$ cat src/rtl/mult_pkg.sv
// Shared types and default sizing for the shift-add multiplier controller.
// Sizing must keep 2**CNT_W > WIDTH so the iteration counter can reach WIDTH-1.
package mult_pkg;

    localparam int DEFAULT_WIDTH = 16;
    localparam int DEFAULT_CNT_W = 5;

    typedef enum logic [1:0] {
        IDLE = 2'd0,
        RUN  = 2'd1,
        DONE = 2'd2
    } state_t;

endpackage

$ cat src/rtl/shift_add_mult_ctrl_if.sv
// start/ready/done handshake plus operand and product buses for the multiplier.
// The source/consumer side uses master; the multiplier uses slave.
interface shift_add_mult_ctrl_if
    import mult_pkg::*;
#(
    parameter int WIDTH = DEFAULT_WIDTH
);

    logic                 start;
    logic [WIDTH-1:0]     a;
    logic [WIDTH-1:0]     b;
    logic                 ready;
    logic                 busy;
    logic                 done;
    logic [2*WIDTH-1:0]   product;

    modport master (
        output start, a, b,
        input  ready, busy, done, product
    );

    modport slave (
        input  start, a, b,
        output ready, busy, done, product
    );

endinterface

$ cat src/rtl/rca_comb.sv
// Purely combinational N-bit ripple-carry adder built from full-adder cells.
// No state lives here; the controller owns every register.
module full_adder (
    input  logic x,
    input  logic y,
    input  logic ci,
    output logic s,
    output logic co
);

    assign s  = x ^ y ^ ci;
    assign co = (x & y) | (ci & (x ^ y));

endmodule

module rca_comb #(
    parameter int N = 17
) (
    input  logic [N-1:0] A,
    input  logic [N-1:0] B,
    input  logic         Cin,
    output logic [N-1:0] S,
    output logic         Cout
);

    logic [N:0] carry;

    assign carry[0] = Cin;

    for (genvar i = 0; i < N; i++) begin : g_bit
        full_adder u_fa (
            .x  (A[i]),
            .y  (B[i]),
            .ci (carry[i]),
            .s  (S[i]),
            .co (carry[i+1])
        );
    end

    assign Cout = carry[N];

endmodule

$ cat src/rtl/shift_add_mult_ctrl.sv
// Sequential unsigned shift-add multiplier: WIDTH add/shift iterations on one ripple adder.
// Optional macro MULT_ZERO_SKIP_EN: a zero operand jumps straight from IDLE to DONE.
module shift_add_mult_ctrl
    import mult_pkg::*;
#(
    parameter int WIDTH = DEFAULT_WIDTH,
    parameter int CNT_W = DEFAULT_CNT_W
) (
    input  logic                  clk,
    input  logic                  reset,
    shift_add_mult_ctrl_if.slave  bus
);

    state_t               state;
    state_t               state_next;
    logic [WIDTH-1:0]     mcand;
    logic [WIDTH-1:0]     mplr;
    logic [WIDTH:0]       acc;
    logic [CNT_W-1:0]     cnt;
    logic [2*WIDTH-1:0]   product_q;

    logic [WIDTH-1:0]     addend;
    logic [WIDTH:0]       sum;
    logic                 cout;
    logic                 last_iter;
    logic                 accept;
    logic                 ready_c;
    logic                 busy_c;
    logic                 done_c;

`ifdef MULT_ZERO_SKIP_EN
    logic                 zero_op;
    assign zero_op = (bus.a == '0) || (bus.b == '0);
`endif

    assign addend    = mplr[0] ? mcand : '0;
    assign last_iter = (cnt == CNT_W'(WIDTH - 1));

    // acc[WIDTH] is always zero going in, so Cout is the (zero) bit shifted into acc's top.
    rca_comb #(
        .N (WIDTH + 1)
    ) u_rca (
        .A    (acc),
        .B    ({1'b0, addend}),
        .Cin  (1'b0),
        .S    (sum),
        .Cout (cout)
    );

    always_ff @(posedge clk) begin
        if (reset) begin
            state <= IDLE;
        end else begin
            state <= state_next;
        end
    end

    always_comb begin
        state_next = state;
        ready_c    = 1'b0;
        busy_c     = 1'b0;
        done_c     = 1'b0;
        accept     = 1'b0;
        case (state)
            IDLE: begin
                ready_c = 1'b1;
                if (bus.start) begin
                    accept = 1'b1;
`ifdef MULT_ZERO_SKIP_EN
                    state_next = zero_op ? DONE : RUN;
`else
                    state_next = RUN;
`endif
                end
            end
            RUN: begin
                busy_c = 1'b1;
                if (last_iter) begin
                    state_next = DONE;
                end
            end
            DONE: begin
                busy_c     = 1'b1;
                done_c     = 1'b1;
                state_next = IDLE;
            end
            default: state_next = IDLE;
        endcase
    end

    // The sum's carry lands in the top product bit via the shift, so no carry is ever dropped.
    always_ff @(posedge clk) begin
        if (reset) begin
            mcand     <= '0;
            mplr      <= '0;
            acc       <= '0;
            cnt       <= '0;
            product_q <= '0;
        end else begin
            case (state)
                IDLE: begin
                    if (accept) begin
                        mcand <= bus.a;
                        mplr  <= bus.b;
                        acc   <= '0;
                        cnt   <= '0;
`ifdef MULT_ZERO_SKIP_EN
                        if (zero_op) begin
                            product_q <= '0;
                        end
`endif
                    end
                end
                RUN: begin
                    acc  <= {cout, sum[WIDTH:1]};
                    mplr <= {sum[0], mplr[WIDTH-1:1]};
                    cnt  <= cnt + CNT_W'(1);
                    if (last_iter) begin
                        product_q <= {sum, mplr[WIDTH-1:1]};
                    end
                end
                default: ;
            endcase
        end
    end

    assign bus.ready   = ready_c;
    assign bus.busy    = busy_c;
    assign bus.done    = done_c;
    assign bus.product = product_q;

endmodule

$ cat src/flat_wrapper.sv
// flat-port wrapper written by rule: the top's interface ports become plain ports
module shift_add_mult_ctrl_flat import mult_pkg::*;
#(
    parameter int WIDTH = DEFAULT_WIDTH,
    parameter int CNT_W = DEFAULT_CNT_W
)
  (clk, reset, bus_start, bus_a, bus_b, bus_ready, bus_busy, bus_done, bus_product);
  shift_add_mult_ctrl_if #(.WIDTH(WIDTH)) bus_i ();
  input  logic clk;
  input  logic reset;
  input wire logic [$bits(bus_i.start)-1:0] bus_start;
  input wire logic [$bits(bus_i.a)-1:0] bus_a;
  input wire logic [$bits(bus_i.b)-1:0] bus_b;
  output wire logic [$bits(bus_i.ready)-1:0] bus_ready;
  output wire logic [$bits(bus_i.busy)-1:0] bus_busy;
  output wire logic [$bits(bus_i.done)-1:0] bus_done;
  output wire logic [$bits(bus_i.product)-1:0] bus_product;
  assign bus_i.start = bus_start;
  assign bus_i.a = bus_a;
  assign bus_i.b = bus_b;
  assign bus_ready = bus_i.ready;
  assign bus_busy = bus_i.busy;
  assign bus_done = bus_i.done;
  assign bus_product = bus_i.product;
  shift_add_mult_ctrl #(.WIDTH(WIDTH), .CNT_W(CNT_W)) u_core (.clk(clk), .reset(reset), .bus(bus_i));
endmodule
$ cat config.mk
export PLATFORM = sky130hd
export DESIGN_NAME = shift_add_mult_ctrl_flat
export DESIGN_NICKNAME = d
export VERILOG_FILES = /design/src/rtl/mult_pkg.sv /design/src/rtl/shift_add_mult_ctrl_if.sv /design/src/rtl/rca_comb.sv /design/src/rtl/shift_add_mult_ctrl.sv /design/src/flat_wrapper.sv
export SDC_FILE = /design/constraint.sdc
export NUM_CORES = 1
export LEC_CHECK = 0
export ABC_AREA = 1
export ABC_CLOCK_PERIOD_IN_PS = 7240
export CAP_MARGIN = 25
export CORE_UTILIZATION = 26
export CTS_CLUSTER_SIZE = 10
export DETAILED_ROUTE_END_ITERATION = 10
export GPL_ROUTABILITY_DRIVEN = 0
export HOLD_SLACK_MARGIN = 0.08
export PLACE_DENSITY_LB_ADDON = 0.15
export SLEW_MARGIN = 20
export SYNTH_ARGS = -nofsm -noshare
export SYNTH_HDL_FRONTEND = slang
export SYNTH_SLANG_ARGS = --single-unit
export TNS_END_PERCENT = 5
$ cat constraint.sdc
create_clock -name clk -period 7.24 [get_ports clk]
set_input_delay 2.172 -clock clk [delete_from_list [all_inputs] [get_ports clk]]
set_output_delay 2.172 -clock clk [all_outputs]
set_load 0.005 [all_outputs]
# Word-level counts from Yosys, hierarchy flattened

Index checks and enable logic that the tools add are counted.

RAM bits: 0
Memories: 0
Register bits after elaboration: 88
Input bits: 35
ROM bits: 0
Bits in latches: 0

Multiply operators: 0
Reduce and logical (&&, ||, !) cells: 7
Mux-type cells: 15
Add/sub/neg operators: 1
Bitwise logic cells: 79
Equality and inequality tests: 6
Divide/modulo/power cells: 0
Order comparisons: 0
Shifts and indexed selects: 0

Operators with widths:

| operator            | count |
|---|---|
| $pmux 17 s2         | 1 |
| $and 1x1->1         | 32 |
| $mux 16             | 2 |
| $pmux 16 s2         | 1 |
| $xor 1x1->1         | 32 |
| $mux 17             | 1 |
| $or 1x1->1          | 15 |
| $pmux 5 s2          | 1 |
| $reduce_and 2->1    | 4 |
| $add 5x1->5 const B | 1 |
| $eq 5x4->1 const B  | 1 |
| $mux 1              | 5 |
| $mux 5              | 1 |
| $mux 2              | 2 |
| $ne 2x1->1 const B  | 2 |
| $pmux 2 s2          | 1 |
| $eq 2x1->1 const B  | 1 |
| $eq 2x2->1 const B  | 1 |
| $logic_not 2->1     | 1 |
| $ne 2x2->1 const B  | 1 |
| $reduce_bool 2->1   | 1 |
| $reduce_or 2->1     | 1 |

# Logic depth before layout (Yosys ltp)

Gate-level depths: netlist of run 1.

Depth in word-level cells: 34
Depth in mapped cells: 24

# Cells and area by module

Synthesis of run 1 repeated with hierarchy kept, for this count alone.

Cells, all modules: 513
Area, all modules: 3,865.0 µm²

Modules (own cells, without submodules):

| module              | seq. area each (µm²) | times used | area an instance (µm²) | cells an instance |
|---|---|---|---|---|
| shift_add_mult_ctrl | 1,761.7              | 1          | 3,524.6                | 496 |
| full_adder          | 0.0                  | 17         | 20.0                   | 1 |

# Worst setup path before layout of run 1

Ideal clock, no wire load.

Kind: flip-flop to flip-flop
Start point: register u_core.mplr[0]
End point: register u_core.product_q[31], in the netlist u_core.bus.product[31]
Slack: 102 ps
Cell stages (with the launch flop): 25
Data required time: 7,124 ps
Buffers on the path: 1
Data arrival time: 7,023 ps
Library setup time: 116 ps
Path through: dfxtp_1 -> clkbuf_1 -> nand2_1 -> inv_1 -> ha_1 -> inv_1 -> fa_1 -> fa_1 -> fa_1 -> fa_1 -> fa_1 -> fa_1 -> fa_1 -> fa_1 -> fa_1 -> fa_1 -> fa_1 -> fa_1 -> fa_1 -> fa_1 -> fa_1 -> inv_1 -> ha_1 -> o21ai_0 -> nor2_1

Word-level cells in the longest chain between the ends: 33
Elaborated cells on any way between the ends: 63

RTL lines:

| what                                              | RTL line                   | source |
|---|---|---|
| from (decl)                                       | shift_add_mult_ctrl.sv:17  | `logic [WIDTH-1:0] mplr;` |
| from (signal assigned)                            | shift_add_mult_ctrl.sv:104 | `mplr <= bus.b;` |
| from (signal assigned)                            | shift_add_mult_ctrl.sv:116 | `mplr <= {sum[0], mplr[WIDTH-1:1]};` |
| $mux 16 (*)                                       | shift_add_mult_ctrl.sv:36  | `assign addend = mplr[0] ? mcand : '0;` |
| $and 1x1->1 / $xor 1x1->1 (equally long branches) | rca_comb.sv:12             | `assign co = (x & y) \| (ci & (x ^ y));` |
| $and 1x1->1                                       | rca_comb.sv:12             |  |
| $or 1x1->1                                        | rca_comb.sv:12             |  |
| $and 1x1->1                                       | rca_comb.sv:12             |  |
| $or 1x1->1                                        | rca_comb.sv:12             |  |
| $and 1x1->1                                       | rca_comb.sv:12             |  |
| $or 1x1->1                                        | rca_comb.sv:12             |  |
| [18 not listed]                                   | --                         |  |
| $and 1x1->1                                       | rca_comb.sv:12             |  |
| $or 1x1->1                                        | rca_comb.sv:12             |  |
| $and 1x1->1                                       | rca_comb.sv:12             |  |
| $or 1x1->1                                        | rca_comb.sv:12             |  |
| $and 1x1->1                                       | rca_comb.sv:12             |  |
| $or 1x1->1 (*)                                    | rca_comb.sv:12             |  |
| $xor 1x1->1 (*)                                   | rca_comb.sv:11             | `assign s = x ^ y ^ ci;` |
| named net u_core.u_rca.g_bit[16].u_fa.s           | rca_comb.sv:7              | `output logic s,` |
| to (signal assigned)                              | shift_add_mult_ctrl.sv:119 | `product_q <= {sum, mplr[WIDTH-1:1]};` |
| to (decl)                                         | shift_add_mult_ctrl.sv:20  | `logic [2*WIDTH-1:0] product_q;` |

Mark *: on every way through the listed nets, which the timed path passes. The rest lies on a longest branch.
A chain may end at the register's enable or synchronous reset.

# Final worst setup path of run 1

Start point: register u_core.mplr[0]
End point: register u_core.acc[15]

Word-level cells in the longest chain between the ends: 34
Elaborated cells on any way between the ends: 64

RTL lines:

| what                                              | RTL line                   | source |
|---|---|---|
| $mux 16 (*)                                       | shift_add_mult_ctrl.sv:36  |  |
| $and 1x1->1 / $xor 1x1->1 (equally long branches) | rca_comb.sv:12             |  |
| $and 1x1->1                                       | rca_comb.sv:12             |  |
| $or 1x1->1                                        | rca_comb.sv:12             |  |
| $and 1x1->1                                       | rca_comb.sv:12             |  |
| $or 1x1->1                                        | rca_comb.sv:12             |  |
| $and 1x1->1                                       | rca_comb.sv:12             |  |
| $or 1x1->1                                        | rca_comb.sv:12             |  |
| [19 not listed]                                   | --                         |  |
| $or 1x1->1                                        | rca_comb.sv:12             |  |
| $and 1x1->1                                       | rca_comb.sv:12             |  |
| $or 1x1->1                                        | rca_comb.sv:12             |  |
| $and 1x1->1                                       | rca_comb.sv:12             |  |
| $or 1x1->1 (*)                                    | rca_comb.sv:12             |  |
| $xor 1x1->1 (*)                                   | rca_comb.sv:11             |  |
| named net u_core.u_rca.g_bit[16].u_fa.s           | rca_comb.sv:7              |  |
| $pmux 17 s2 (*)                                   | shift_add_mult_ctrl.sv:100 | `case (state)` |
| to (signal assigned)                              | shift_add_mult_ctrl.sv:115 | `acc <= {cout, sum[WIDTH:1]};` |
| to (decl)                                         | shift_add_mult_ctrl.sv:18  | `logic [WIDTH:0] acc;` |

Marks and branches as above.

==> results of run 1 <==
-- worst min path at each step --
stage                           startpoint                          end  depth (start not counted)
2_1_floorplan  u_core.acc[14]$_SDFFE_PP0P_  u_core.acc[14]$_SDFFE_PP0P_                          2
3_3_place_gp    u_core.acc[9]$_SDFFE_PP0P_   u_core.acc[9]$_SDFFE_PP0P_                          2
3_5_place_dp   u_core.acc[14]$_SDFFE_PP0P_  u_core.acc[14]$_SDFFE_PP0P_                          2
4_1_cts        u_core.acc[14]$_SDFFE_PP0P_  u_core.acc[14]$_SDFFE_PP0P_                          2
5_1_grt         u_core.acc[7]$_SDFFE_PP0P_   u_core.acc[7]$_SDFFE_PP0P_                          2
6_report        u_core.acc[8]$_SDFFE_PP0P_   u_core.acc[8]$_SDFFE_PP0P_                          2
-- cells in the mapped netlist, types with 4 or more instances --
| master | number |
|---|---|
| clkbuf_1 | 11 |
| buf_2 | 13 |
| dfxtp_1 | 88 |
| a211oi_1 | 15 |
| nand3_1 | 5 |
| inv_1 | 25 |
| o21ai_0 | 51 |
| fa_1 | 15 |
| a21oi_1 | 24 |
| buf_4 | 4 |
| ha_1 | 7 |
| nor2_1 | 134 |
| nand2_1 | 111 |
-- power groups by stage --
stage	registers [mW]	clock network, mW	logic [mW]
after floorplan	0.522	0	0.0742
after global placement	0.525	0	0.114
after detailed placement	0.526	0	0.116
after CTS	0.515	0.542	0.116
after global routing	0.517	0.564	0.129
final	0.515	0.522	0.114
-- layout make-up --
| class | instances | area share, % |
|---|---|---|
| clock buffers | 10 | 4.576 |
| clock inverters | 6 | 2.151 |
| inverters | 29 | 2.176 |
| multi-input cells | 366 | 37.03 |
| flip-flops and latches | 88 | 35.21 |
| well taps | 184 | 4.601 |
| repair buffers | 72 | 14.25 |
-- state kept, by name, indices dropped and copies added, names as in the netlist --
register            cells
u_core.state            2
u_core.acc             17
u_core.mcand           16
u_core.cnt              5
u_core.mplr            16
u_core.bus.product     32
-- logic make-up after synthesis --
kind of cell               Yosys count  share of synthesized area (%)
adders and majority gates           22                          10.03
and+or+nand+nor                    254                          25.07
AOI/OAI and AO/OA                   90                          12.62
buffers and inverters               59                          6.729
DFF                                 88                          45.55
-- layout by cell type, fill, tap and decap left out --
| cell type | netlist | routed |
|---|---|---|
| bufinv_16 | 0 | 3 |
| nor2_1 | 134 | 134 |
| dfxtp_1 | 88 | 88 |
| o21ai_0 | 51 | 50 |
| buf_4 | 4 | 3 |
| clkdlybuf4s50_1 | 0 | 69 |
| clkinv_2 | 0 | 2 |
| nand2_1 | 111 | 111 |
| clkinv_1 | 1 | 1 |
| fa_2 | 0 | 3 |
| ha_1 | 7 | 7 |
| fa_1 | 15 | 12 |
| a21oi_1 | 24 | 24 |
| inv_1 | 25 | 25 |
| and3_1 | 1 | 1 |
| clkinvlp_4 | 0 | 1 |
| a211oi_1 | 15 | 15 |
| clkbuf_1 | 11 | 1 |
| inv_2 | 3 | 3 |
| o21ai_1 | 0 | 1 |
| clkbuf_16 | 0 | 9 |
| nand3_1 | 5 | 5 |
| nand2_2 | 3 | 3 |
-- routing by layer --
metal | global-route usage (%) | vias to the layer above | part of all wire [%]
met5 | 0 | - | 0
met4 | 5.134 | 0 | 1.5
met3 | 2.747 | 8 | 3.5
met2 | 22.05 | 55 | 48
met1 | 16.58 | 1541 | 47
li1 | - | 1726 | -
-- through the flow --
| step | setup WS [ns] | cells | hold WS [ns] | power [mW] | cell area, um^2 |
|---|---|---|---|---|---|
| detailed placement | 0.01223 | 739 | 0.4541 | 0.6414 | 4659 |
| finish | 0.2648 | 755 | 0.4613 | 1.151 | 5004 |
| global placement | 0.1047 | 739 | 0.4475 | 0.6395 | 4659 |
| global route | 0.006049 | 755 | 0.4822 | 1.211 | 5004 |
| CTS | 0.05278 | 755 | 0.4645 | 1.173 | 4999 |
| floorplan | 0.1016 | 513 | 0.4392 | 0.5961 | 3867 |
-- worst reg2reg max path, cell delays in order (launching register included) --
cell and delay, ns:
dfxtp_1 0.35, nand2_1 0.06, inv_1 0.05, ha_1 0.14, inv_1 0.05, fa_2 0.36, fa_2 0.37, fa_1 0.41
fa_1 0.39, fa_1 0.40, fa_1 0.39, fa_1 0.38, fa_1 0.38, fa_1 0.38, fa_1 0.38, fa_1 0.39
fa_1 0.40, fa_2 0.35, fa_1 0.39, fa_1 0.37, inv_1 0.06, ha_1 0.23, nand3_1 0.09, a21oi_1 0.08
==> flow_summary.ini, run 1 <==
[floorplan]
ios = 70
die_area_um2 = 15370
die_h_um = 124.0
die_w_um = 124.0
coreArea_um2 = 14530
rows = 44
initial_core_util_pct = 26.61

[global_route]
antenna_found_initial = 0
grt_pass1_wl_um = 15570
grt_util_all_layers_pct = 13.19
grt_max_degree = 49
grt_overflow = 0
grt_pass1_vias = 3258

[timing]
max_slew_margin_pct = 39.00
setup_viol = 0
fmax_mhz = 143.4
fin_setup_tns_ns = 0
worst_clock_skew_ns = 0.008801
drv_slew = 0
rsz0062_at_grt = false
min_period_over_period_pct = 96.34
finalCriticalPeriod_ns = 6.975
hold_violations = 0
worst_pin_slew_ns = 0.9150

[pwr]
peakVddDrop_v = 0.00009317
p_sw_mw = 0.2686
p_clk_share_pct = 45.4
power_density_nw_per_um2 = 230.0
seq_power_share_pct = 44.7
internal-power_mw = 0.8820
p_comb_share_pct = 9.9
static-leakage-power_nw = 1.802
sw_frac_of_total_pct = 23.34

[critical_path]
crit_family = adder cells
r2r-end = u_core.acc[15]$_SDFFE_PP0P_
cp_slowest_stage_delay_ns = 0.41
start_kind = flip-flop
arrival_ns = 7.17
startpoint = u_core.mplr[0]$_SDFFE_PP0P_
worstSetupEndpointType = flip-flop
worstReg2RegStart = u_core.mplr[0]$_SDFFE_PP0P_
reg2regPathDepth = 23
path_class = flip-flop to flip-flop
crit_path_frequent_cell = fa_1
cp_max_fo = 3
crit_cells = 23
path_cells = nand2_1 > inv_1 > ha_1 > inv_1 > fa_2 > fa_2 > fa_1 > fa_1 > fa_1 > fa_1 > fa_1 > fa_1 > fa_1 > fa_1 > fa_1 > fa_1 > fa_2 > fa_1 > fa_1 > inv_1 > ha_1 > nand3_1 > a21oi_1
crit_slowest_cell = fa_1
r2r_setup_slack_ns = 0.26
crit_end = u_core.acc[15]$_SDFFE_PP0P_
cp.buffers_inverters = 3
worst_ep_required_time_ns = 7.44

[route]
final_antenna_net_count = 0
wl_um = 9534
avgViaCountPerCell = 4.411
drc = 0
vias = 3330
drt-initial-drc-count = 201
detail_route.first_pass.iterations = 4
wl_per_cell_um = 12.63

[clock_network]
clockRootBuffer = clkbuf_16
clkSinkCount = 88
clock_path_buffers = 2
clk_pin_slew_ns = 0.06
cts_tree = yes
cts-resized-gates = 1
ctsHoldBuffers = 0
cts_max_level = 3
cts-buffers-inserted = 9
cts_setup_buffers = 0
clk_latency_ns = 0.33

[yosys]
synth_edf_count = 0
ys_ff_latch = 88
yosys_warnings = 0
syn-num-nets = 570
yosys-top-cells-area = dfxtp_1, nor2_1, nand2_1
async_flop_share_pct = 0
synth_seq_area_share_pct = 45.55
synth_cell_types = 19
synth_top_cell_area_share_pct = 45.55
netlist_area_um2 = 3867
syn_avg_cell_area_um2 = 7.539
syn_inst = 513
yosysTopAreaCell = dfxtp_1
synth-main-ff-cell = dfxtp_1

[placement]
io_buffers = 69
dp_hpwl_um = 6207

[cells_and_area]
multi_input_area_um2 = 1853
nets = 623
fillers = 1574
drive_above_1_share_pct = 4.729
final_core_util_pct = 34.43
diodes = 0
syn2layout_area_growth_pct = 29.38
regArea_um2 = 1762

[worst_hold_path]
holdCritPathClass = flip-flop to flip-flop

[flow_run]
drv_cap = 0

[run_status]
outcome = finished clean
Note: power is estimated with default switching activity, not from simulation.
==> run 2: changes to the inputs <==
- ABC_CLOCK_PERIOD_IN_PS: 7240 -> 6000
- CORE_UTILIZATION: 26 -> 43
- clock period: 7.24 -> 6 ns (I/O delays scaled with it)
==> flow_summary.ini, run 2 (synthesis results as in run 1) <==
[timing]
hold_violations = 0
worst_pin_slew_ns = 0.9151
setup_viol = 6
max_slew_margin_pct = 38.99
rsz0062_at_grt = true
min_period_over_period_pct = 106.5
setup_slack_ns = -0.3890
worst_clock_skew_ns = 0.008942
drv_slew = 0
finalCriticalPeriod_ns = 6.389
fmax_mhz = 156.5

[clock_network]
cts-buffers-inserted = 9
cts_max_level = 3
clk_pin_slew_ns = 0.09
clockRootBuffer = clkbuf_8
cts_tree = yes
clock_path_buffers = 2
ctsHoldBuffers = 0
clk_latency_ns = 0.35
clkSinkCount = 88

[cells_and_area]
diodes = 0
final_core_util_pct = 55.80
final_common_cell = nor2_1
syn2layout_area_growth_pct = 25.82
layout_common_cells = nor2_1, nand2_1, dfxtp_1
instances_no_fill = 679
drive_above_1_share_pct = 7.706
nets = 624
largest_reg_flops = 32

[route]
vias = 3299
drc = 0
avgViaCountPerCell = 4.859
detail_route.first_pass.iterations = 4
drt-initial-drc-count = 155
wl_per_cell_um = 12.53
final_antenna_net_count = 0
wl_um = 8508

[pwr]
internal-power_mw = 0.9448
static-leakage-power_nw = 1.769
p_clk_share_pct = 39.6
sw_frac_of_total_pct = 24.45
p_sw_mw = 0.3058
power_density_nw_per_um2 = 257.0
peakVddDrop_v = 0.0001069
seq_power_share_pct = 49.6
p_comb_share_pct = 10.9

[critical_path]
cp_slowest_stage_delay_ns = 0.36
crit_path_frequent_cell = fa_2
worstSetupEndpointType = flip-flop
path_class = flip-flop to flip-flop
path_cells = nand2_1 > inv_1 > ha_1 > inv_2 > fa_2 > fa_2 > fa_2 > fa_2 > fa_2 > fa_2 > fa_2 > fa_2 > fa_2 > fa_2 > fa_2 > fa_2 > fa_2 > fa_2 > fa_2 > inv_2 > ha_4 > o21ai_1 > nor2_1
crit_slowest_cell = fa_2
worst_ep_required_time_ns = 6.25
arrival_ns = 6.64
cp_max_fo = 2
start_kind = flip-flop

[global_route]
grt_busiest_layer = met2
grt_pass1_wl_um = 14500
grt_use_met2_pct = 31.69
grt_util_all_layers_pct = 19.20
met1_usage_pct = 24.37
grt_max_degree = 49
antenna_found_initial = 0
grt_overflow = 0
grt_pass1_vias = 3091
global_route.usage.met3_pct = 3.107

[run_status]
violations = negative setup slack
outcome = complete, but fails checks

[floorplan]
die_w_um = 96.84
initial_core_util_pct = 44.35
ios = 70
coreArea_um2 = 8721
rows = 34
die_area_um2 = 9377
die_h_um = 96.84

[flow_run]
drv_cap = 0

[placement]
dp_hpwl_um = 5491
dpl.cell_count = 664
io_buffers = 69

[worst_hold_path]
holdCritPathClass = flip-flop to flip-flop
-- run 2: worst paths after layout --
kind	startpoint	to	cells after the start	slack (ns)
max reg2reg	u_core.mplr[0]$_SDFFE_PP0P_	u_core.bus.product[31]$_SDFFE_PP0P_	23	-0.39
max	u_core.mplr[0]$_SDFFE_PP0P_	u_core.bus.product[31]$_SDFFE_PP0P_	23	-0.39
min reg2reg	u_core.acc[6]$_SDFFE_PP0P_	u_core.acc[6]$_SDFFE_PP0P_	2	0.47
min	u_core.acc[6]$_SDFFE_PP0P_	u_core.acc[6]$_SDFFE_PP0P_	2	0.47
-- run 2: final cells by class --
class,instances,area (um^2)
Tap cell,108,135.1
Timing Repair Buffer,73,720.7
Sequential cell,88,1763
Fill cell,832,3855
Inverter,29,108.9
Clock buffer,10,137.6
Multi-Input combinational cell,366,1896
Clock inverter,5,105.1
-- run 2: through the flow --
step | TNS [ns] | setup slack, ns | total power [mW] | hold WS, ns | instance area (um^2)
2_1_floorplan | -1.395 | -0.3623 | 0.7214 | 0.4392 | 3913
3_3_place_gp | -1.376 | -0.3579 | 0.7679 | 0.4494 | 4607
3_5_place_dp | -2.019 | -0.4747 | 0.7707 | 0.4535 | 4607
4_1_cts | -1.844 | -0.4062 | 1.263 | 0.4655 | 4866
5_1_grt | -2.919 | -0.5805 | 1.309 | 0.4723 | 4866
6_report | -1.718 | -0.3890 | 1.251 | 0.4660 | 4866
-- run 2: per-layer routing --
metal,vias to the layer above,wire length (um)
li1,1716,-
met1,1505,3937
met2,68,4135
met3,10,296
met4,0,138
met5,-,0
-- run 2: timing repair --
item | in CTS | in global routing
setup buffers | 0 | 0
cloned | 0 | 0
setup endpoints to repair | 6 | 7
pin swaps | 2 | 0
resized for setup | 4 | 1
-- run 2: critical path, delay by kind of cell, from the launching register on --
kind	cells	cell delay, ns
AND/OR/NAND/NOR	2	0.10
flip-flops	1	0.34
adder cells (fa/ha/maj)	17	5.52
buffers and inverters	3	0.16
AO/OA/AOI/OAI	1	0.14
-- run 2: power groups by stage --
stage / Combinational, mW / Sequential (mW) / Clock, mW
after floorplan: 0.0914 / 0.630 / 0
after global placement: 0.135 / 0.633 / 0
after detailed placement: 0.137 / 0.634 / 0
after CTS: 0.138 / 0.620 / 0.505
after global routing: 0.154 / 0.623 / 0.532
final: 0.136 / 0.620 / 0.495
==> run 3: changes to the inputs <==
- CORE_MARGIN: default -> 10
- RECOVER_POWER: default -> 100
==> flow_summary.ini, run 3 (synthesis results as in run 1) <==
[run_status]
outcome = complete, but fails checks
violations = max-capacitance violations, negative setup slack

[flow_run]
drv_cap = 1

[cells_and_area]
regArea_um2 = 1764
fillers = 834
multi_input_area_um2 = 1878
layout_common_cells = nor2_1, nand2_1, dfxtp_1
syn2layout_area_growth_pct = 23.81
diodes = 0
drive_above_1_share_pct = 6.806
largest_reg_flops = 32
nets = 625
final_common_cell = nor2_1

[route]
drt-initial-drc-count = 143
avgViaCountPerCell = 4.822
wl_um = 8950
wl_per_cell_um = 13.14
detail_route.first_pass.iterations = 5
drc = 0
vias = 3284
final_antenna_net_count = 0

[critical_path]
crit_family = adder cells
path_cells = nand2_1 > inv_1 > ha_1 > inv_1 > fa_2 > fa_2 > fa_2 > fa_2 > fa_2 > fa_2 > fa_2 > fa_2 > fa_2 > fa_2 > fa_2 > fa_2 > fa_2 > fa_2 > fa_2 > inv_1 > ha_1 > nand3_1 > a21oi_1
cp_slowest_stage_delay_ns = 0.35
worst_ep_required_time_ns = 6.23
path_class = flip-flop to flip-flop
cp_max_fo = 2
worstSetupEndpointType = flip-flop
cp.buffers_inverters = 3
crit_cells = 23
start_kind = flip-flop
arrival_ns = 6.57
crit_slowest_cell = fa_2
reg2regPathDepth = 23
crit_path_frequent_cell = fa_2

[timing]
rsz0062_at_grt = true
min_period_over_period_pct = 105.8
max_slew_margin_pct = 1.044
whs_ns = 0.4644
setup_slack_ns = -0.3486
fmax_mhz = 157.5
worst_clock_skew_ns = 0.009266
hold_violations = 0
finalCriticalPeriod_ns = 6.349
setup_viol = 5
worst_pin_slew_ns = 1.483
drv_slew = 0

[pwr]
p_clk_share_pct = 33.0
internal-power_mw = 0.8223
peakVddDrop_v = 0.0001097
p_sw_mw = 0.3050
sw_frac_of_total_pct = 27.06
seq_power_share_pct = 55.0
power_density_nw_per_um2 = 235.4
static-leakage-power_nw = 1.870
power_mw = 1.127
p_comb_share_pct = 12.0

[clock_network]
clockRootBuffer = clkbuf_8
clk_pin_slew_ns = 0.09
cts_tree = yes
clk_latency_ns = 0.35
cts_max_level = 3
clock_path_buffers = 2
cts-buffers-inserted = 9
clkSinkCount = 88

[floorplan]
rows = 34
initial_core_util_pct = 44.35
die_h_um = 114.8
ios = 70
die_area_um2 = 13190
coreArea_um2 = 8721
die_w_um = 114.8

[global_route]
antenna_found_initial = 0
grt_overflow = 0
grt_pass1_vias = 3169
grt_pass1_wl_um = 15180
grt_max_degree = 49
grt_util_all_layers_pct = 14.01

[worst_hold_path]
whs_path_depth = 2
holdCritPathClass = flip-flop to flip-flop

[placement]
io_buffers = 69
dp_hpwl_um = 6037
[run 3: changes by cell type in the layout (fill, tap and decap cells not counted), sizes merged]
cell / previous run / this run
clkinv: 1 / 2
buf: 4 / 5
clkdlybuf4s50: 69 / 33
bufinv: 3 / 0
inv: 28 / 29
clkbuf: 10 / 12
dlygate4sd3: 0 / 36
[run 3: routing by layer]
| metal | routed length [um] | up-vias | global-route usage [%] |
|---|---|---|---|
| met5 | 0 | - | 0 |
| met4 | 114 | 0 | 4.703 |
| met3 | 518 | 8 | 4.167 |
| met2 | 4231 | 58 | 22.54 |
| met1 | 4086 | 1499 | 17.57 |
| li1 | - | 1719 | - |
[run 3: what timing repair did]
| action | CTS | global route |
|---|---|---|
| hold buffers | 0 | 0 |
| gates resized for setup | 3 | 0 |
| setup buffers | 0 | 0 |
| endpoints found under the hold margin | 0 | 0 |
| pin swaps | 3 | 0 |
| endpoints found under the setup margin | 6 | 7 |
[run 3: worst min-delay path: stages, from the launching register on]
cell and delay (ns):
dfxtp_1 0.32, nand2_1 0.06, a21oi_1 0.05
[run 3: final timing paths]
kind | end | startpoint | slack, ns
setup / recovery | u_core.acc[15]$_SDFFE_PP0P_ | u_core.mcand[0]$_SDFFE_PP0P_ | -0.35
hold / removal | u_core.acc[9]$_SDFFE_PP0P_ | u_core.acc[9]$_SDFFE_PP0P_ | 0.46
setup reg to reg | u_core.acc[15]$_SDFFE_PP0P_ | u_core.mcand[0]$_SDFFE_PP0P_ | -0.35
hold reg to reg | u_core.acc[9]$_SDFFE_PP0P_ | u_core.acc[9]$_SDFFE_PP0P_ | 0.46
[run 3: area by class of cell]
type / count / area share (%)
clock inverters: 4 / 0.6010
repair buffers: 74 / 15.21
clock buffers: 12 / 3.031
inverters: 29 / 2.273
flip-flops and latches: 88 / 36.84
well taps: 108 / 2.822
multi-input cells: 366 / 39.22
[run 3: metrics by stage]
step / setup slack, ns / std cells / setup TNS [ns] / cell area (um^2) / utilization (%)
after floorplan: -0.3623 / 513 / -1.395 / 3913 / -
after global placement: -0.3658 / 665 / -1.416 / 4614 / 52.91
after detailed placement: -0.4465 / 665 / -1.898 / 4614 / 52.91
after CTS: -0.3665 / 681 / -1.529 / 4793 / 54.96
after global routing: -0.5508 / 681 / -2.786 / 4788 / 54.91
final: -0.3486 / 681 / -1.495 / 4788 / 54.91
[run 3: power groups by stage]
stage / clock network (mW) / logic [mW] / registers (mW)
6_report: 0.372 / 0.135 / 0.620
5_1_grt: 0.413 / 0.154 / 0.623
4_1_cts: 0.385 / 0.139 / 0.620
3_5_place_dp: 0 / 0.138 / 0.634
3_3_place_gp: 0 / 0.136 / 0.633
2_1_floorplan: 0 / 0.0914 / 0.630
==> patch 1, RTL diff (config.mk and constraints of run 1) <==
Re-encode `state_t` (3 states) as one-hot, 3 bits wide.
--- a/src/rtl/mult_pkg.sv
+++ b/src/rtl/mult_pkg.sv
@@ -5,10 +5,10 @@
     localparam int DEFAULT_WIDTH = 16;
     localparam int DEFAULT_CNT_W = 5;
 
-    typedef enum logic [1:0] {
-        IDLE = 2'd0,
-        RUN  = 2'd1,
-        DONE = 2'd2
+    typedef enum logic [2:0] {
+        IDLE = 3'b001,
+        RUN  = 3'b010,
+        DONE = 3'b100
     } state_t;
 
 endpackage
Check against the original RTL: no difference found for any inputs over 10 cycles, from zero or initial values and one cycle with reset high; not proved beyond that.
==> patch 1 against run 1 <==
  * Utilization down 1.0 points
  * First-iteration DRC count rose by 22%
  * Sequential cell count is 1 higher
  * Routed wire length grew 11%
  * Total power fell by 2.4%
  * Clock skew is 0.0040 ns lower
  * Worst setup slack better by 0.085 ns
  * Fmax increased by 1.2%
  * Combinational power is 4% lower
  * Largest power group is now sequential cells
  * Sequential share of layout area is 1.5 points lower
  * Critical endpoint is now u_core.bus.product[31]
  * Clock power decreased by 6.1%
  * Area after synthesis increased by 8.6%
  * Cell area up 5.7%
==> patch 1: results (changes against run 1) <==
Critical R2R Capture: u_core.bus.product[31]
Final nets: 667 (+7.1%)
met2 usage: 22.6% (+0.60 points)
GR Util All Layers: 13.7% (+0.50 points)
Final WS setup: 0.350 ns (+0.0854 ns)
Flop pwr share: 46.6% (+1.9 points)
DR vias/cell: 4.33 (-1.9%)
clock skew: 0.00476 ns (-0.00404 ns)
Clock buf/inv share: 5.84% (-0.88 points)
HPWL Detailed: 6.43 mm (+3.5%)
number of library cell types mapped by synthesis: 22 (+3)
multi-input gates: 378 (+3.3%)
largest net degree at the start of global routing: 58 (+18%)
Hold EP: u_core.bus.product[8]
share of post-route cells with drive strength above 1: 6.15% (+1.4 points)
DR iter-0 viols: 246 (+22%)
vias in the first global route: 3535 (+8.5%)
Seq/Total Area, Yosys: 42.4% (-3.1 points)
met1 wire length: 5.05 mm (+12%)
DP Worst Slack: -0.0376 ns (-0.0498 ns)
Layout non-clock buf frac: 14.0% (-0.20 points)
last element of the critical path: u_core.bus.product[31]
non-clock buffer count: 74 (+2.8%)
met1 Track Usage GR: 17.2% (+0.65 points)
Met3 Wirelength: 452 um (+36%)
ranking of synthesized cells by area: dfxtp_1 42%, nand2_1 13%, fa_1 7.1%
status: completed
# clk buffers: 14 (+4)
Global Route met3 Usage: 3.18% (+0.43 points)
Post-Syn Area per Cell: 7.42 sq um (-1.5%)
Worst EP arrival: 7.09 ns (-0.08 ns)
metal2 WL: 4.92 mm (+7.9%)
Synth Area in Adders: 8.34% (-1.7 points)
Synth Area in Compound Gates: 8.81% (-3.8 points)
Switching Power: 0.275 mW (+2.3%)
==> patch 1: cell count changes after synthesis, sizes merged, moves of 2 or more <==
cell	before	now
ha	7	4
nand4	0	19
clkbuf	11	13
nor2	134	67
a211oi	15	0
nand2	114	154
inv	28	61
o21ai	51	19
nor3	0	2
buf	19	25
or2	0	2
nand3	5	41
a21oi	24	55
==> patch 1: per-stage QoR <==
stage          total power, mW  TNS [ns]  hold WS, ns  utilization [%]  cell area [sq um]
3_3_place_gp             0.643         0        0.451             31.2               4940
6_report                  1.12         0        0.460             33.4               5290
3_5_place_dp             0.646   -0.0723        0.451             31.4               4960
2_1_floorplan            0.607         0        0.455                -               4210
4_1_cts                   1.14         0        0.461             33.3               5280
5_1_grt                   1.18         0        0.481             33.4               5290
==> patch 1: what timing repair did <==
action / CTS / global route
pin swaps: 0 / 0
gates resized for setup: 1 / 6
setup endpoints to repair: 2 / 5
==> patch 2, RTL diff (settings of run 1) <==
Made on the original files. The option `MULT_ZERO_SKIP_EN` is turned on by a define.
--- a/src/rtl/shift_add_mult_ctrl.sv
+++ b/src/rtl/shift_add_mult_ctrl.sv
@@ -1,5 +1,7 @@
 // Sequential unsigned shift-add multiplier: WIDTH add/shift iterations on one ripple adder.
 // Optional macro MULT_ZERO_SKIP_EN: a zero operand jumps straight from IDLE to DONE.
+`define MULT_ZERO_SKIP_EN
+
 module shift_add_mult_ctrl
     import mult_pkg::*;
 #(
Check against the original RTL: not equivalent (a bounded check fails within 4 cycles, from zero or initial values and one cycle with reset high).
==> patch 2 against run 1 <==
  * Routed wire length up 16%
  * Worst setup slack better by 0.15 ns
  * Cell area up 7.7%
  * Critical path type unchanged
  * Sequential share of layout area down 2.5 points
  * Area after synthesis up 9.3%
  * Sequential cell count unchanged
  * Critical path depth up 1
Power is not compared: it rests on default switching activity, and its combinational part moved more than twofold at a synthesized area within 25%.
==> patch 2: results (changes against run 1) <==
status: completed
Critical Path Max Stage Delay: 0.43 ns (+0.02 ns)
commonest cells in the netlist: 148 x nand2_1, 109 x nor2_1, 88 x dfxtp_1, 51 x inv_1, 35 x a21oi_1
clock skew: 0.00885 ns (+0.0000441 ns)
TNS Setup: 0 ns (unchanged)
largest net degree at the start of global routing: 48 (-2.0%)
fin cells: 865 (+15%)
HPWL Detailed: 7.77 mm (+25%)
GR Util All Layers: 14.2% (+1.0 points)
CP Max Fanout: 2 (-1)
WL/cell: 12.8 um (+1.3%)
first-pass GRT wire length: 18.5 mm (+19%)
ranking of synthesized cells by area: dfxtp_1 42%, nand2_1 13%, nor2_1 9.7%
DP Worst Slack: -0.0769 ns (-0.0891 ns)
Logic pwr share: 32.7%
Seq/Total Area, Yosys: 41.7% (-3.9 points)
Clock Power Share: 28.7%
Port-buffer cells: 69 (unchanged)
htree depth: 3 (unchanged)
share of post-route cells with drive strength above 1: 7.55% (+2.8 points)
number of flip-flops in the largest register: 32 (unchanged)
flop2flop setup slack: 0.41 ns (+0.15 ns)
HP Class: register to register
number of library cell types mapped by synthesis: 24 (+5)
syn nets: 651 (+14%)
Worst R2R Path Depth: 24 (+4.3%)
xor and xnor area share after synthesis: 0.207% (+0.21 points)
Met3 Wirelength: 408 um (+23%)
CTS Root Cell: clkbuf_16
Synth Area in Adders: 9.18% (-0.85 points)
Relative slew margins: 43.1% (+4.1 points)
Synth Flop Type: dfxtp_1
Final nets: 701 (+13%)
vias in the first global route: 3724 (+14%)
met1 wire length: 5.43 mm (+21%)
asr flop ratio synth: 0% (unchanged)
CP delay by family, top: adder cells
crit path max-delay cell type: fa_1
metal2 WL: 5.05 mm (+11%)
Syn Inst Count: 594 (+16%)
hold path startpoint: u_core.acc[13]
DR iter-0 viols: 156 (-22%)
Setup Fix Bufs, Post-CTS: 0 (unchanged)
antenna cells: 0 (unchanged)
Hold EP: u_core.acc[13]
Vias: 3760 (+13%)
Critical R2R Capture: u_core.bus.product[30]
initial antenna violation count: 0 (unchanged)
Post-Place Cells: 849 (+15%)
Synth Area in Compound Gates: 10.5% (-2.2 points)
-- patch 2: area by class of cell --
| type | instances | area, sq um |
|---|---|---|
| Clock buffer | 13 | 260 |
| Clock inverter | 3 | 40.0 |
| Fill cell | 1710 | 10500 |
| Inverter | 57 | 214 |
| Multi-Input combinational cell | 414 | 2120 |
| Sequential cell | 88 | 1760 |
| Tap cell | 216 | 270 |
| Timing Repair Buffer | 74 | 728 |
-- patch 2: per-stage QoR --
stage	hold WS, ns	cell area, sq um	utilization [%]	total power [mW]
finish	0.460	5390	33.9	1.65
global route	0.482	5390	33.9	1.77
CTS	0.464	5370	33.8	1.67
detailed placement	0.454	5070	31.9	1.19
global placement	0.450	5070	31.9	1.18
floorplan	0.440	4230	-	0.986
-- patch 2: what timing repair did --
action                     4_1_cts  5_1_grt
setup endpoints to repair        3        7
pin swaps                        0        1
gates resized for setup          2        7
-- patch 2: how the worst max path moves through the flow --
| stage | start | to | slack, ns | cells after the start |
|---|---|---|---|---|
| 4_1_cts | u_core.mplr[0] | u_core.bus.product[30] | 0.04 | 24 |
| 6_report | u_core.mplr[0] | u_core.bus.product[30] | 0.41 | 24 |
| 3_3_place_gp | u_core.mcand[0] | u_core.bus.product[30] | 0.05 | 24 |
| 3_5_place_dp | u_core.mplr[0] | u_core.bus.product[30] | -0.08 | 24 |
| 2_1_floorplan | u_core.mplr[0] | u_core.bus.product[30] | 0.06 | 23 |
| 5_1_grt | u_core.mplr[0] | u_core.bus.product[30] | 0.03 | 24 |
-- patch 2: routing by layer --
| metal | vias up | track usage, % |
|---|---|---|
| met3 | 12 | 2.44 |
| met2 | 67 | 22.6 |
| met1 | 1714 | 19.2 |
| li1 | 1967 | - |
| met4 | 0 | 5.34 |
| met5 | - | 0 |
